### src/rtl/exp7_unidade_controle_pkg.sv
// State codes shared by the Experiencia 7 control unit and anything that
// decodes db_estado.
package exp7_unidade_controle_pkg;

  localparam int STATE_W = 5;

  localparam logic [STATE_W-1:0] INICIAL        = 5'd0;
  localparam logic [STATE_W-1:0] PREPARACAO     = 5'd1;
  localparam logic [STATE_W-1:0] REGISTRA_NIVEL = 5'd2;
  localparam logic [STATE_W-1:0] INICIO_RODADA  = 5'd3;
  localparam logic [STATE_W-1:0] MOSTRA         = 5'd4;
  localparam logic [STATE_W-1:0] PROXIMO_MOSTRA = 5'd5;
  localparam logic [STATE_W-1:0] INICIA_JOGADA  = 5'd6;
  localparam logic [STATE_W-1:0] ESPERA         = 5'd7;
  localparam logic [STATE_W-1:0] REGISTRA       = 5'd8;
  localparam logic [STATE_W-1:0] FEEDBACK       = 5'd9;
  localparam logic [STATE_W-1:0] COMPARA        = 5'd10;
  localparam logic [STATE_W-1:0] PROXIMA_JOGADA = 5'd11;
  localparam logic [STATE_W-1:0] PROXIMA_RODADA = 5'd12;
  localparam logic [STATE_W-1:0] PROXIMA_NOVA   = 5'd13;
  localparam logic [STATE_W-1:0] ESPERA_NOVA    = 5'd14;
  localparam logic [STATE_W-1:0] GRAVA_NOVA     = 5'd15;
  localparam logic [STATE_W-1:0] FIM_GANHOU     = 5'd16;
  localparam logic [STATE_W-1:0] FIM_PERDEU     = 5'd17;
  localparam logic [STATE_W-1:0] FIM_TIMEOUT    = 5'd18;

endpackage

### src/rtl/exp7_unidade_controle.sv
// Moore control unit for the memory game: sequences setup, sequence display,
// player repetition with feedback and the optional mode-2 round extension.
module exp7_unidade_controle
  import exp7_unidade_controle_pkg::*;
(
  input  logic         clock,
  input  logic         reset,
  input  logic         iniciar,
  input  logic         jogada_feita,
  input  logic         jogada_correta,
  input  logic         enderecoIgualRodada,
  input  logic         nivel_jogadas_reg,
  input  logic         nivel_tempo_reg,
  input  logic         modo2_reg,
  input  logic         meioCR,
  input  logic         fimCR,
  input  logic         meioTempo,
  input  logic         fimTempo,
  input  logic         meioTM,
  input  logic         fimTM,
  output logic         zeraR,
  output logic         registraN,
  output logic         registraR,
  output logic         gravaM,
  output logic         zeraC,
  output logic         contaC,
  output logic         zeraCR,
  output logic         contaCR,
  output logic         zeraTM,
  output logic         contaTM,
  output logic         zeraTempo,
  output logic         contaTempo,
  output logic         ativa_leds_mem,
  output logic         ativa_leds_jog,
  output logic         toca,
  output logic         pronto,
  output logic         ganhou,
  output logic         perdeu,
  output logic         timeout,
  output logic [4:0]   db_estado
);

  logic [STATE_W-1:0] estado;
  logic [STATE_W-1:0] proximo_estado;
  logic               ultima;
  logic               tout;

  // Game length and play timeout are selected by the registered options.
  assign ultima = nivel_jogadas_reg ? fimCR : meioCR;
  assign tout   = nivel_tempo_reg ? meioTempo : fimTempo;

  always_ff @(posedge clock) begin
    if (reset) estado <= INICIAL;
    else       estado <= proximo_estado;
  end

  always_comb begin
    proximo_estado = INICIAL;
    case (estado)
      INICIAL:        proximo_estado = iniciar ? PREPARACAO : INICIAL;
      PREPARACAO:     proximo_estado = REGISTRA_NIVEL;
      REGISTRA_NIVEL: proximo_estado = INICIO_RODADA;
      INICIO_RODADA:  proximo_estado = MOSTRA;
      MOSTRA: begin
        if (fimTM) proximo_estado = enderecoIgualRodada ? INICIA_JOGADA : PROXIMO_MOSTRA;
        else       proximo_estado = MOSTRA;
      end
      PROXIMO_MOSTRA: proximo_estado = MOSTRA;
      INICIA_JOGADA:  proximo_estado = ESPERA;
      // A play arriving together with the timeout still counts.
      ESPERA: begin
        if (jogada_feita) proximo_estado = REGISTRA;
        else if (tout)    proximo_estado = FIM_TIMEOUT;
        else              proximo_estado = ESPERA;
      end
      REGISTRA:       proximo_estado = FEEDBACK;
      FEEDBACK:       proximo_estado = meioTM ? COMPARA : FEEDBACK;
      COMPARA: begin
        if (!jogada_correta)                     proximo_estado = FIM_PERDEU;
        else if (enderecoIgualRodada && ultima)    proximo_estado = FIM_GANHOU;
        else if (enderecoIgualRodada && modo2_reg) proximo_estado = PROXIMA_NOVA;
        else if (enderecoIgualRodada)              proximo_estado = PROXIMA_RODADA;
        else                                       proximo_estado = PROXIMA_JOGADA;
      end
      PROXIMA_JOGADA: proximo_estado = ESPERA;
      PROXIMA_RODADA: proximo_estado = INICIO_RODADA;
      PROXIMA_NOVA:   proximo_estado = ESPERA_NOVA;
      ESPERA_NOVA: begin
        if (jogada_feita) proximo_estado = GRAVA_NOVA;
        else if (tout)    proximo_estado = FIM_TIMEOUT;
        else              proximo_estado = ESPERA_NOVA;
      end
      GRAVA_NOVA:     proximo_estado = PROXIMA_RODADA;
      FIM_GANHOU:     proximo_estado = iniciar ? PREPARACAO : FIM_GANHOU;
      FIM_PERDEU:     proximo_estado = iniciar ? PREPARACAO : FIM_PERDEU;
      FIM_TIMEOUT:    proximo_estado = iniciar ? PREPARACAO : FIM_TIMEOUT;
      default:        proximo_estado = INICIAL;
    endcase
  end

  always_comb begin
    zeraR          = 1'b0;
    registraN      = 1'b0;
    registraR      = 1'b0;
    gravaM         = 1'b0;
    zeraC          = 1'b0;
    contaC         = 1'b0;
    zeraCR         = 1'b0;
    contaCR        = 1'b0;
    zeraTM         = 1'b0;
    contaTM        = 1'b0;
    zeraTempo      = 1'b0;
    contaTempo     = 1'b0;
    ativa_leds_mem = 1'b0;
    ativa_leds_jog = 1'b0;
    toca           = 1'b0;
    pronto         = 1'b0;
    ganhou         = 1'b0;
    perdeu         = 1'b0;
    timeout        = 1'b0;
    case (estado)
      PREPARACAO: begin
        zeraR     = 1'b1;
        zeraC     = 1'b1;
        zeraCR    = 1'b1;
        zeraTM    = 1'b1;
        zeraTempo = 1'b1;
      end
      REGISTRA_NIVEL: registraN = 1'b1;
      INICIO_RODADA: begin
        zeraC  = 1'b1;
        zeraTM = 1'b1;
      end
      MOSTRA: begin
        ativa_leds_mem = 1'b1;
        toca           = 1'b1;
        contaTM        = 1'b1;
      end
      PROXIMO_MOSTRA: begin
        contaC = 1'b1;
        zeraTM = 1'b1;
      end
      INICIA_JOGADA: begin
        zeraC     = 1'b1;
        zeraTempo = 1'b1;
      end
      ESPERA:         contaTempo = 1'b1;
      REGISTRA: begin
        registraR = 1'b1;
        zeraTM    = 1'b1;
      end
      FEEDBACK: begin
        ativa_leds_jog = 1'b1;
        toca           = 1'b1;
        contaTM        = 1'b1;
      end
      PROXIMA_JOGADA, PROXIMA_NOVA: begin
        contaC    = 1'b1;
        zeraTempo = 1'b1;
      end
      PROXIMA_RODADA: contaCR = 1'b1;
      ESPERA_NOVA:    contaTempo = 1'b1;
      GRAVA_NOVA: begin
        gravaM    = 1'b1;
        registraR = 1'b1;
      end
      FIM_GANHOU: begin
        pronto = 1'b1;
        ganhou = 1'b1;
      end
      FIM_PERDEU: begin
        pronto = 1'b1;
        perdeu = 1'b1;
      end
      FIM_TIMEOUT: begin
        pronto  = 1'b1;
        timeout = 1'b1;
      end
      default: ;
    endcase
  end

  assign db_estado = estado;

endmodule

### config.mk
export PLATFORM = sky130hd
export DESIGN_NAME = exp7_unidade_controle
export DESIGN_NICKNAME = d
export VERILOG_FILES = /design/src/rtl/exp7_unidade_controle_pkg.sv /design/src/rtl/exp7_unidade_controle.sv
export SDC_FILE = /design/constraint.sdc
export NUM_CORES = 1
export LEC_CHECK = 0
export ABC_CLOCK_PERIOD_IN_PS = 3800
export BUFFER_PORTS_ARGS = -buffer_cell sky130_fd_sc_hd__buf_4
export CAP_MARGIN = 20
export CORE_MARGIN = 3
export CORE_UTILIZATION = 45
export DETAILED_ROUTE_END_ITERATION = 16
export MAX_ROUTING_LAYER = met4
export PLACE_DENSITY_LB_ADDON = 0.05
export SLEW_MARGIN = 20
export SYNTH_ARGS = -nofsm -noshare
export SYNTH_HDL_FRONTEND = slang
export SYNTH_SLANG_ARGS = --single-unit
export TNS_END_PERCENT = 1
### constraint.sdc
create_clock -name clock -period 3.8 [get_ports clock]
set_clock_uncertainty 0.1 [all_clocks]
set_input_delay 0.19 -clock clock [delete_from_list [all_inputs] [get_ports clock]]
set_output_delay 0.19 -clock clock [all_outputs]
set_load 0.005 [all_outputs]
[Word level (Yosys, flattened, before mapping)]
Index checks and enable logic that the tools add are counted.
Word-level totals
  bits of input ports: 15
  output and inout port bits: 24
  register bits: 5
  word-level logic and storage cells: 68
Operators by class
  muxes and demuxes: 35
  reduce and logical (&&, ||, !) cells: 14
  equality and inequality tests: 18
Operators with widths (count)
  $pmux 5 s16: 1
  $mux 5: 9
  $eq 5x4->1 const B: 8
  $eq 5x3->1 const B: 4
  $mux 1: 20
  $eq 5x5->1 const B: 3
  $reduce_or 2->1: 6
  $eq 5x2->1 const B: 2
  $reduce_or 3->1: 3
  $reduce_or 4->1: 2
  $mux 2: 3
  $mux 3: 2
  $eq 5x1->1 const B: 1
  $logic_not 5->1: 1
  $logic_and 1x1->1: 2

[Longest topological paths before layout]
Gate-level depths: netlist (run 1).
  depth after elaboration: 5
  mapped depth: 6
  gate-level depth less buffers: 4

[Worst setup path after synthesis (run 1)]
OpenSTA, ideal clock, no wires.
  path kind: register to register
  start: reg estado[4] (netlist: db_estado[4])
  end: reg estado[1] (netlist: db_estado[1])
  period minus slack after synthesis: 1.513 ns
  setup slack: 2.287 ns
  buffers on the path: 2
  data arrival time: 1.354 ns
  library setup time: 0.059 ns
  cell stages (with the launch flop): 6
  data required time: 3.641 ns
  cells stage by stage: dfxtp_1 buf_2 or3b_1 clkbuf_1 o311ai_1 o31a_1
Between the ends
  longest elaborated chain between the ends: 3
  elaborated cells on any way between the ends: 23
  classes of those cells: eq/ne: 18; mux: 1; reduce/logical: 4
RTL lines
  from (decl): line exp7_unidade_controle.sv:43  | logic [STATE_W-1:0] estado;
  from (signal assigned): line exp7_unidade_controle.sv:54  | else estado <= proximo_estado;
  $eq 5x4->1, or another cell as far along: line exp7_unidade_controle.sv:59  | case (estado)
  $reduce_or 2->1 (no line)
  $pmux 5 s16 (*): line exp7_unidade_controle.sv:59
Mark *: on every way between the ends. The rest lies on a longest branch, timed or not.
A chain may end at the register's enable or synchronous reset.

[Worst setup path after layout (run 1)]
  start: reg estado[2] (netlist: db_estado[2])
  end: out toca
Between the ends
  longest elaborated chain between the ends: 3
  elaborated cells on any way between the ends: 4
  classes of those cells: eq/ne: 2; mux: 1; reduce/logical: 1
RTL lines
  $eq 5x4->1 / $eq 5x3->1 (equally long branches): line exp7_unidade_controle.sv:121  | case (estado)
  $reduce_or 2->1 (no line) (*)
  $mux 1 (*): line exp7_unidade_controle.sv:121
  to (decl): line exp7_unidade_controle.sv:35  | output logic toca,
Marks and branches as above.

==> results of run 1 <==
[power by group through the flow]
stage | Combinational, W | Sequential (W) | Clock (W)
2_1_floorplan | 0.0000641 | 0.0000608 | 0
3_3_place_gp | 0.0000858 | 0.0000728 | 0
3_5_place_dp | 0.0000865 | 0.0000734 | 0
4_1_cts | 0.0000869 | 0.0000726 | 0.0000627
5_1_grt | 0.0000975 | 0.0000743 | 0.0000656
6_report | 0.0000864 | 0.0000728 | 0.0000597
[worst min path at each step]
stage / startpoint / endpoint / slack [ps] / cells past startpoint
6_report: reset / db_estado[2]$_SDFF_PP0_ / 120 / 3
5_1_grt: reset / db_estado[2]$_SDFF_PP0_ / 130 / 3
4_1_cts: reset / db_estado[2]$_SDFF_PP0_ / 120 / 3
3_5_place_dp: reset / db_estado[2]$_SDFF_PP0_ / 370 / 3
3_3_place_gp: reset / db_estado[2]$_SDFF_PP0_ / 360 / 3
2_1_floorplan: reset / db_estado[3]$_SDFF_PP0_ / 250 / 2
[area by class of cell]
cell class / count / share of cell area
tap: 16 / 0.01954
sequential: 5 / 0.09768
inverter: 7 / 0.02564
multi-input combinational: 85 / 0.5531
clock buffer: 4 / 0.02564
timing repair buffer: 38 / 0.2784
[cell families (layout without fill, tap and decap cells)]
kind of cell / Yosys count / count (layout) / share of synthesized area
AND/OR/NAND/NOR: 50 / 50 / 0.3601
multiplexers: 4 / 4 / 0.05306
XOR/XNOR: 2 / 2 / 0.02251
buffers and inverters: 20 / 49 / 0.1431
flip-flops: 5 / 5 / 0.1286
AO/OA/AOI/OAI: 29 / 29 / 0.2927
[per-stage QoR]
stage	instances	hold WS, ps	instance area, um^2
3_3_place_gp	151	363.7	998.5
4_1_cts	155	117.8	1025
3_5_place_dp	151	369.0	998.5
6_report	155	124.8	1025
5_1_grt	155	127.3	1025
2_1_floorplan	110	245.6	778.2
[layout by cell type (no fill, tap or decap), types with 2 or more instances in the layout]
| master | instances |
|---|---|
| a32oi_1 | 3 |
| clkbuf_4 | 3 |
| nor3_1 | 9 |
| mux2i_1 | 3 |
| dfxtp_1 | 5 |
| nor3b_1 | 2 |
| o31a_1 | 3 |
| buf_4 | 38 |
| a21oi_1 | 4 |
| nor4_1 | 2 |
| nand2b_1 | 5 |
| nand3_1 | 3 |
| inv_1 | 7 |
| nand3b_1 | 2 |
| or3_1 | 2 |
| nor2_1 | 8 |
| nor2b_1 | 3 |
| o2111ai_1 | 3 |
| xnor2_1 | 2 |
| nand2_1 | 7 |
| o21ai_0 | 5 |
[critical path, delay by kind of cell, from the launching register on]
| kind | cells | cell delay, ps |
|---|---|---|
| AND/OR/NAND/NOR | 3 | 780 |
| flip-flops | 1 | 770 |
| buffers and inverters | 1 | 110 |
[metal layers]
metal / GRT usage / up-vias / routed length [um]
li1: - / 466 / -
met1: 0.3111 / 417 / 965
met2: 0.3476 / 45 / 1045
met3: 0.01504 / 4 / 174
met4: 0.08065 / 0 / 29
met5: - / - / 0
==> flow_summary.yaml, run 1 <==
outcome:
  outcome: "complete, no violations"
floorplanning:
  core_um2: 1559
  die_x_um: 47.59
  die_h_um: 47.59
  dieArea_um2: 2264
  fp-row-count: 14
  pin_count: 39
  initial_utilization: 0.4992
drt:
  drc: 0
  viasPerCell: 6.013
  wl_um: 2214
  wl_per_cell_um: 14.28
  final_antenna_net_count: 0
  vias: 932
  first_pass_iters: 5
  drtIter0Drc: 24
grt:
  grt_pass1_vias: 818
  antenna_found_initial: 0
  track_usage: 0.2265
  grt_max_degree: 25
  grt.overflow.total: 0
  grt_pass1_wl_um: 3650
critical_path:
  critical-path-max-stage-delay_ps: 770
  startpoint_type: "register"
  crit_fanout: 24
  reg2reg_from: "db_estado[1]$_SDFF_PP0_"
  arrival_ps: 1900
  worstSetupEndpointType: "primary output"
  r2r_slack_ps: 1700
  worstSetupEndpoint: "toca"
  crit_top_cell: "nand2_1"
  cp_slowest_cell: "dfxtp_1"
  startpoint: "db_estado[2]$_SDFF_PP0_"
  cp.required_ps: 3510
  reg2reg_depth: 4
  crit_type: "reg -> out"
  worstReg2RegEnd: "db_estado[2]$_SDFF_PP0_"
  crit_chain: "nor3b_1, nand2_1, nand2_1, buf_4"
cts:
  cts_buffers: 3
  post_cts_buffers: 0
  cts.repair.resized: 0
  ctsHtreeMaxLevel: 1
  clk_latency_ps: 240
  cts_tree: "built"
  cts.hold.buffers_added: 0
  cts_max_path_buffers: 2
  clk_pin_slew_ps: 40
  cts_root_buf: "clkbuf_4"
  clock_sinks: 5
sta:
  post-route-period-util: 0.5753
  tns_ps: 0
  finalSetupViolCount: 0
  worst_pin_slew_ps: 705.3
  period_needed_ps: 2186
  rsz0062_at_grt: "no"
  finalHoldViolations: 0
  drv_slew: 0
  fin_ws_ps: 1614
  clock.fmax_mhz: 457.4
  relSlewSlack: 0.5292
cells_and_area:
  syn_to_final_growth_pct: 31.67
  n_antenna_cell: 0
  drive_gt1_frac: 0.3309
  largest_reg_flops: 5
  ff_latch_area_um2: 100.1
  fill_cells: 143
  layout.nets: 155
  finish.utilization: 0.6573
  multi_input_area_um2: 566.8
power_and_ir_drop:
  seqPwrFrac: 0.333
  p_total_w: 0.0002190
  swShare: 0.3411
  power.static_leakage_nw: 0.4458
  clockPowerShare: 0.273
  peakVddDrop_uv: 215.5
  p_per_area_nw_per_um2: 213.7
  p_switching_w: 0.00007468
  internal_power_w: 0.0001443
  combPwrFrac: 0.395
synth:
  synth_flop_cell: "dfxtp_1"
  synthesis.nets: 125
  ys_ff_latch: 5
  synth_cell_types: 43
  yosys.area.top_type: "dfxtp_1"
  synth_edf_count: 0
  synth-warning-count: 0
  ys_top_cells_by_area: "dfxtp_1 (13%), nor3_1 (5.8%), buf_6 (4.3%)"
  yosysMostFrequentCell: "nor3_1"
  ys_async_sr_fraction: 0
  synthTopCellsByCount: "nor3_1 (9), nor2_1 (8), inv_1 (7), nand2_1 (7)"
  yosysTopAreaCellShare: 0.1286
  netlist_area_um2: 778.2
  avgSynthCellArea_um2: 7.075
  ys_seq_area_frac: 0.1286
  postSynthCellCount: 110
run:
  drv_cap: 0
hold_path:
  hold_class: "in -> reg"
placement:
  dp_hpwl_um: 1691
  place_congestion: 0.8126
  dp_slack_ps: 1746
  portBuffers: 38
Power figures use the tool's default switching activity.
==> run 2: changes to the inputs <==
--- a/config.mk
+++ b/config.mk
@@ -5,11 +5,12 @@
 export SDC_FILE = /design/constraint.sdc
 export NUM_CORES = 1
 export LEC_CHECK = 0
-export ABC_CLOCK_PERIOD_IN_PS = 3800
+export ABC_AREA = 1
+export ABC_CLOCK_PERIOD_IN_PS = 2200
 export BUFFER_PORTS_ARGS = -buffer_cell sky130_fd_sc_hd__buf_4
 export CAP_MARGIN = 20
 export CORE_MARGIN = 3
-export CORE_UTILIZATION = 45
+export CORE_UTILIZATION = 43
 export DETAILED_ROUTE_END_ITERATION = 16
 export MAX_ROUTING_LAYER = met4
 export PLACE_DENSITY_LB_ADDON = 0.05
==> constraint.sdc (replaced) <==
create_clock -name clock -period 2.2 [get_ports clock]
set_clock_uncertainty 0.1 [all_clocks]
set_input_delay 0.11 -clock clock [delete_from_list [all_inputs] [get_ports clock]]
set_output_delay 0.11 -clock clock [all_outputs]
set_load 0.005 [all_outputs]
==> flow_summary.yaml, run 2 <==
cts:
  cts_buffers: 3
  clock_sinks: 5
  ctsHtreeMaxLevel: 1
  cts_max_path_buffers: 2
  clk_pin_slew_ps: 40
  cts_tree: "built"
  cts_root_buf: "clkbuf_4"
  clk_latency_ps: 230
hold_path:
  hold_class: "in -> reg"
  hold_depth: 4
cells_and_area:
  largest_reg_flops: 5
  drive_gt1_frac: 0.2928
  n_antenna_cell: 0
  stdcell_count: 197
  mostFrequentLayoutCells: "nand2_1 (44), buf_4 (38), inv_1 (28), nor2_1 (25), nand3_1 (12)"
  final_common_cell: "nand2_1"
  layout.nets: 197
  syn_to_final_growth_pct: 46.03
grt:
  grt_pass1_wl_um: 3201
  grt_pass1_vias: 749
  grt.overflow.total: 0
  track_usage: 0.2037
  antenna_found_initial: 0
  grt_max_degree: 9
sta:
  relSlewSlack: 0.7731
  finalSetupViolCount: 0
  worst_pin_slew_ps: 339.9
  rsz0062_at_grt: "no"
  tns_ps: 0
  fin_ws_ps: 407.4
  period_needed_ps: 1793
  holdWs_ps: 144.7
  post-route-period-util: 0.8148
  clock.fmax_mhz: 557.9
  drv_slew: 0
  finalHoldViolations: 0
critical_path:
  crit_fanout: 7
  reg2reg_depth: 9
  crit_type: "reg -> out"
  startpoint_type: "register"
  arrival_ps: 1580
  worstSetupEndpointType: "primary output"
  cp.required_ps: 1990
floorplanning:
  die_x_um: 46.62
  pin_count: 39
  fp-row-count: 14
  initial_utilization: 0.4655
  core_um2: 1524
  dieArea_um2: 2173
  die_h_um: 46.62
synth:
  synthTopCellsByCount: "nand2_1 (44), inv_1 (28), nor2_1 (25)"
  netlist_area_um2: 709.4
  synth_cell_types: 17
  ys_top_cells_by_area: "nand2_1 (23%), inv_1 (15%), dfxtp_1 (14%)"
  synth-warning-count: 0
  ys_async_sr_fraction: 0
  yosysTopAreaCellShare: 0.2328
  yosysMostFrequentCell: "nand2_1"
  synthesis.nets: 155
  avgSynthCellArea_um2: 5.067
  postSynthCellCount: 140
  ys_seq_area_frac: 0.1411
  synth_edf_count: 0
  synth_flop_cell: "dfxtp_1"
  ys_ff_latch: 5
  yosys.area.top_type: "nand2_1"
power_and_ir_drop:
  peakVddDrop_uv: 403.9
  clockPowerShare: 0.222
  swShare: 0.3913
  internal_power_w: 0.0002829
  combPwrFrac: 0.509
  p_switching_w: 0.0001819
  power.static_leakage_nw: 0.6415
  p_per_area_nw_per_um2: 448.6
  seqPwrFrac: 0.269
drt:
  first_pass_iters: 4
  wl_um: 2049
  viasPerCell: 4.822
  wl_per_cell_um: 10.40
  final_antenna_net_count: 0
  drc: 0
  vias: 950
  drtIter0Drc: 23
placement:
  place_congestion: 0.9834
  dp_cells: 192
  dp_slack_ps: 673.3
  dp_hpwl_um: 1725
  portBuffers: 38
run:
  drv_cap: 0
outcome:
  outcome: "complete, no violations"
==> run 2: cell types whose count changed after synthesis, moves of 9 or more <==
cell / delta
nand2_1: +37
inv_1: +21
nor2_1: +17
nand3_1: +9
nor3_1: -9
==> run 2: cells by family (layout without fill, tap and decap cells) <==
kind of cell,after synthesis,count (layout),share of synthesized area
buf+inv,32,73,0.1799
simple gates,94,94,0.6067
compound gates,9,9,0.07231
flops,5,5,0.1411
==> run 2: per-stage QoR <==
step	instance area [um^2]	power, W	utilization
floorplan	709.4	0.0002554	-
global placement	999.7	0.0003590	0.6560
detailed placement	999.7	0.0003605	0.6560
CTS	1036	0.0004701	0.6798
global route	1036	0.0005049	0.6798
finish	1036	0.0004648	0.6798
==> run 2: what timing repair did <==
item	4_1_cts	5_1_grt
gates resized for setup	0	0
endpoints found under the hold margin	3	0
buffers inserted	0	0
hold buffers	1	0
setup endpoints to repair	0	0
==> run 2: area by class of cell <==
class,count,area (um^2)
clock buffers,4,26.28
fillers,151,488.0
inverters,30,112.6
multi-input cells,103,481.7
flip-flops and latches,5,100.1
well taps,16,20.02
repair buffers,39,295.3
==> run 2: path summary, 6_finish.rpt <==
kind	to	slack, ps	start
max	zeraTempo	410	db_estado[1]$_SDFF_PP0_
min	db_estado[0]$_SDFF_PP0_	140	jogada_correta
max reg2reg	db_estado[1]$_SDFF_PP0_	650	db_estado[1]$_SDFF_PP0_
min reg2reg	db_estado[4]$_SDFF_PP0_	680	db_estado[4]$_SDFF_PP0_
==> run 2: power by group through the flow <==
stage	clock, W	sequential (W)	combinational, W
floorplan	0	0.000125	0.000131
global placement	0	0.000126	0.000233
detailed placement	0	0.000127	0.000234
CTS	0.000108	0.000125	0.000237
global route	0.000112	0.000127	0.000265
finish	0.000103	0.000125	0.000236
==> run 2: worst max-delay path: stages (launching register included) <==
cell,delay (ps)
dfxtp_1,490
inv_1,160
nand3_2,140
inv_1,50
nand2_1,110
inv_1,80
nor2_1,120
nand2_1,60
buf_4,130
==> run 2: metal layers <==
layer  global-route usage  part of all wire
met1               0.2890              0.44
met2               0.3214              0.49
met3              0.01172             0.066
met4              0.03315            0.0039
met5                    -                 0
==> run 3: changes to the inputs <==
--- a/config.mk
+++ b/config.mk
@@ -5,12 +5,12 @@
 export SDC_FILE = /design/constraint.sdc
 export NUM_CORES = 1
 export LEC_CHECK = 0
-export ABC_AREA = 1
-export ABC_CLOCK_PERIOD_IN_PS = 2200
+export ABC_AREA = 0
+export ABC_CLOCK_PERIOD_IN_PS = 1400
 export BUFFER_PORTS_ARGS = -buffer_cell sky130_fd_sc_hd__buf_4
 export CAP_MARGIN = 20
 export CORE_MARGIN = 3
-export CORE_UTILIZATION = 43
+export CORE_UTILIZATION = 41
 export DETAILED_ROUTE_END_ITERATION = 16
 export MAX_ROUTING_LAYER = met4
 export PLACE_DENSITY_LB_ADDON = 0.05
==> constraint.sdc (replaced) <==
create_clock -name clock -period 1.4 [get_ports clock]
set_clock_uncertainty 0.1 [all_clocks]
set_input_delay 0.07 -clock clock [delete_from_list [all_inputs] [get_ports clock]]
set_output_delay 0.07 -clock clock [all_outputs]
set_load 0.005 [all_outputs]
==> flow_summary.yaml, run 3 (synthesis gave the netlist of run 1 again) <==
grt:
  grt.overflow.total: 0
  grt_pass1_vias: 1122
  grt_max_degree: 15
  grt_pass1_wl_um: 5043
  antenna_found_initial: 0
  track_usage: 0.2679
drt:
  drtIter0Drc: 47
  vias: 1173
  drc: 0
  wl_um: 3518
  viasPerCell: 5.985
  final_antenna_net_count: 0
  wl_per_cell_um: 17.95
  first_pass_iters: 4
placement:
  place_area_um2: 1200
  dp_hpwl_um: 2082
  portBuffers: 38
  dp_cells: 185
  place_congestion: 0.8976
hold_path:
  min_from: "meioTM"
  hold_depth: 3
  holdPathEnd: "db_estado[0]$_SDFF_PP0_"
  hold_class: "in -> reg"
cts:
  clk_pin_slew_ps: 50
  cts_root_buf: "clkbuf_4"
  clock_sinks: 5
  clk_latency_ps: 240
  cts_tree: "built"
  cts_buffers: 3
  ctsHtreeMaxLevel: 1
  cts_max_path_buffers: 2
sta:
  worst_pin_slew_ps: 382.1
  post-route-period-util: 1.155
  clock.fmax_mhz: 618.5
  fin_ws_ps: -216.9
  finalHoldViolations: 0
  relSlewSlack: 0.7426
  period_needed_ps: 1617
  rsz0062_at_grt: "yes"
  drv_slew: 0
  finalSetupViolCount: 24
critical_path:
  path_depth: 6
  cp.required_ps: 1230
  crit_chain: "buf_6, nand2b_4, or3_4, buf_6, nand2_4, buf_6"
  reg2reg_from: "db_estado[1]$_SDFF_PP0_"
  cp_num_buf_inv: 3
  arrival_ps: 1450
  critical-path-max-stage-delay_ps: 400
  startpoint: "db_estado[3]$_SDFF_PP0_"
  crit_top_cell: "buf_6"
  startpoint_type: "register"
  worstSetupEndpointType: "primary output"
  r2r_slack_ps: -140
  reg2reg_depth: 5
  crit_fanout: 7
  worstReg2RegEnd: "db_estado[1]$_SDFF_PP0_"
  cp_slowest_cell: "dfxtp_4"
  cp_top_family: "simple AND/OR/NAND/NOR gates"
  crit_type: "reg -> out"
cells_and_area:
  n_antenna_cell: 0
  fill_cells: 111
  drive_gt1_frac: 0.6433
  layout.nets: 187
  fin_area_um2: 1500
  stdcell_count: 196
  mostFrequentLayoutCells: "buf_4 (53), buf_6 (15), nor3_2 (5), nand2_1 (5)"
  final_common_cell: "buf_4"
  largest_reg_flops: 5
  syn_to_final_growth_pct: 92.77
power_and_ir_drop:
  p_per_area_nw_per_um2: 513.5
  peakVddDrop_uv: 534.4
  power.static_leakage_nw: 0.6583
  p_total_w: 0.0007704
floorplanning:
  die_h_um: 49.57
  fp-row-count: 15
  initial_utilization: 0.4411
  pin_count: 39
  dieArea_um2: 2457
  die_x_um: 49.57
  core_um2: 1764
outcome:
  violations: "setup timing"
  outcome: "complete, but fails checks"
run:
  drv_cap: 0
[run 3: final cells by class]
class	count	area, um^2	area share
inverter	7	30.03	0.02002
clock inverter	1	5.005	0.003336
sequential	5	116.4	0.07756
timing repair buffer	70	596.8	0.3978
clock buffer	3	22.52	0.01501
multi-input combinational	85	698.2	0.4654
tap	25	31.28	0.02085
[run 3: worst min-delay path, cell delays in order]
cell       delay, ps
buf_4            120
o2111ai_2        180
o31a_1           110
[run 3: worst max-delay path by stage]
stage	slack (ps)	to
2_1_floorplan	-80	db_estado[1]$_SDFF_PP0_
3_3_place_gp	-250	db_estado[0]$_SDFF_PP0_
3_5_place_dp	-270	db_estado[0]$_SDFF_PP0_
4_1_cts	-190	toca
5_1_grt	-260	zeraC
6_report	-220	toca
[run 3: stage by stage]
stage	worst slack (ps)	hold slack, ps	util	TNS, ps
6_report	-216.9	172.3	0.8504	-3328
5_1_grt	-261.9	188.9	0.8504	-4626
4_1_cts	-191.4	164.7	0.8106	-3063
3_5_place_dp	-268.1	245.2	0.6801	-1650
3_3_place_gp	-254.9	242.9	0.6801	-1641
2_1_floorplan	-76.99	118.1	-	-364.5
[run 3: power by group]
part | leakage (nW) | switching (W) | internal [W]
Combinational | 0.596 | 0.000203 | 0.000239
Sequential | 0.0441 | 0.0000136 | 0.000149
Clock | 0.0177 | 0.0000617 | 0.000103
[run 3: per-layer routing]
metal	global-route usage	part of all wire
met1	0.3163	0.40
met2	0.4559	0.49
met3	0.02719	0.071
met4	0.1198	0.040
met5	-	0
[run 3: what timing repair did]
action | 4_1_cts | 5_1_grt
gates cloned | 0 | 0
pin swaps | 9 | 3
setup buffers | 5 | 1
endpoints found under the setup margin | 24 | 24
hold buffers | 1 | 0
resized for setup | 39 | 16
hold endpoints to repair | 4 | 0
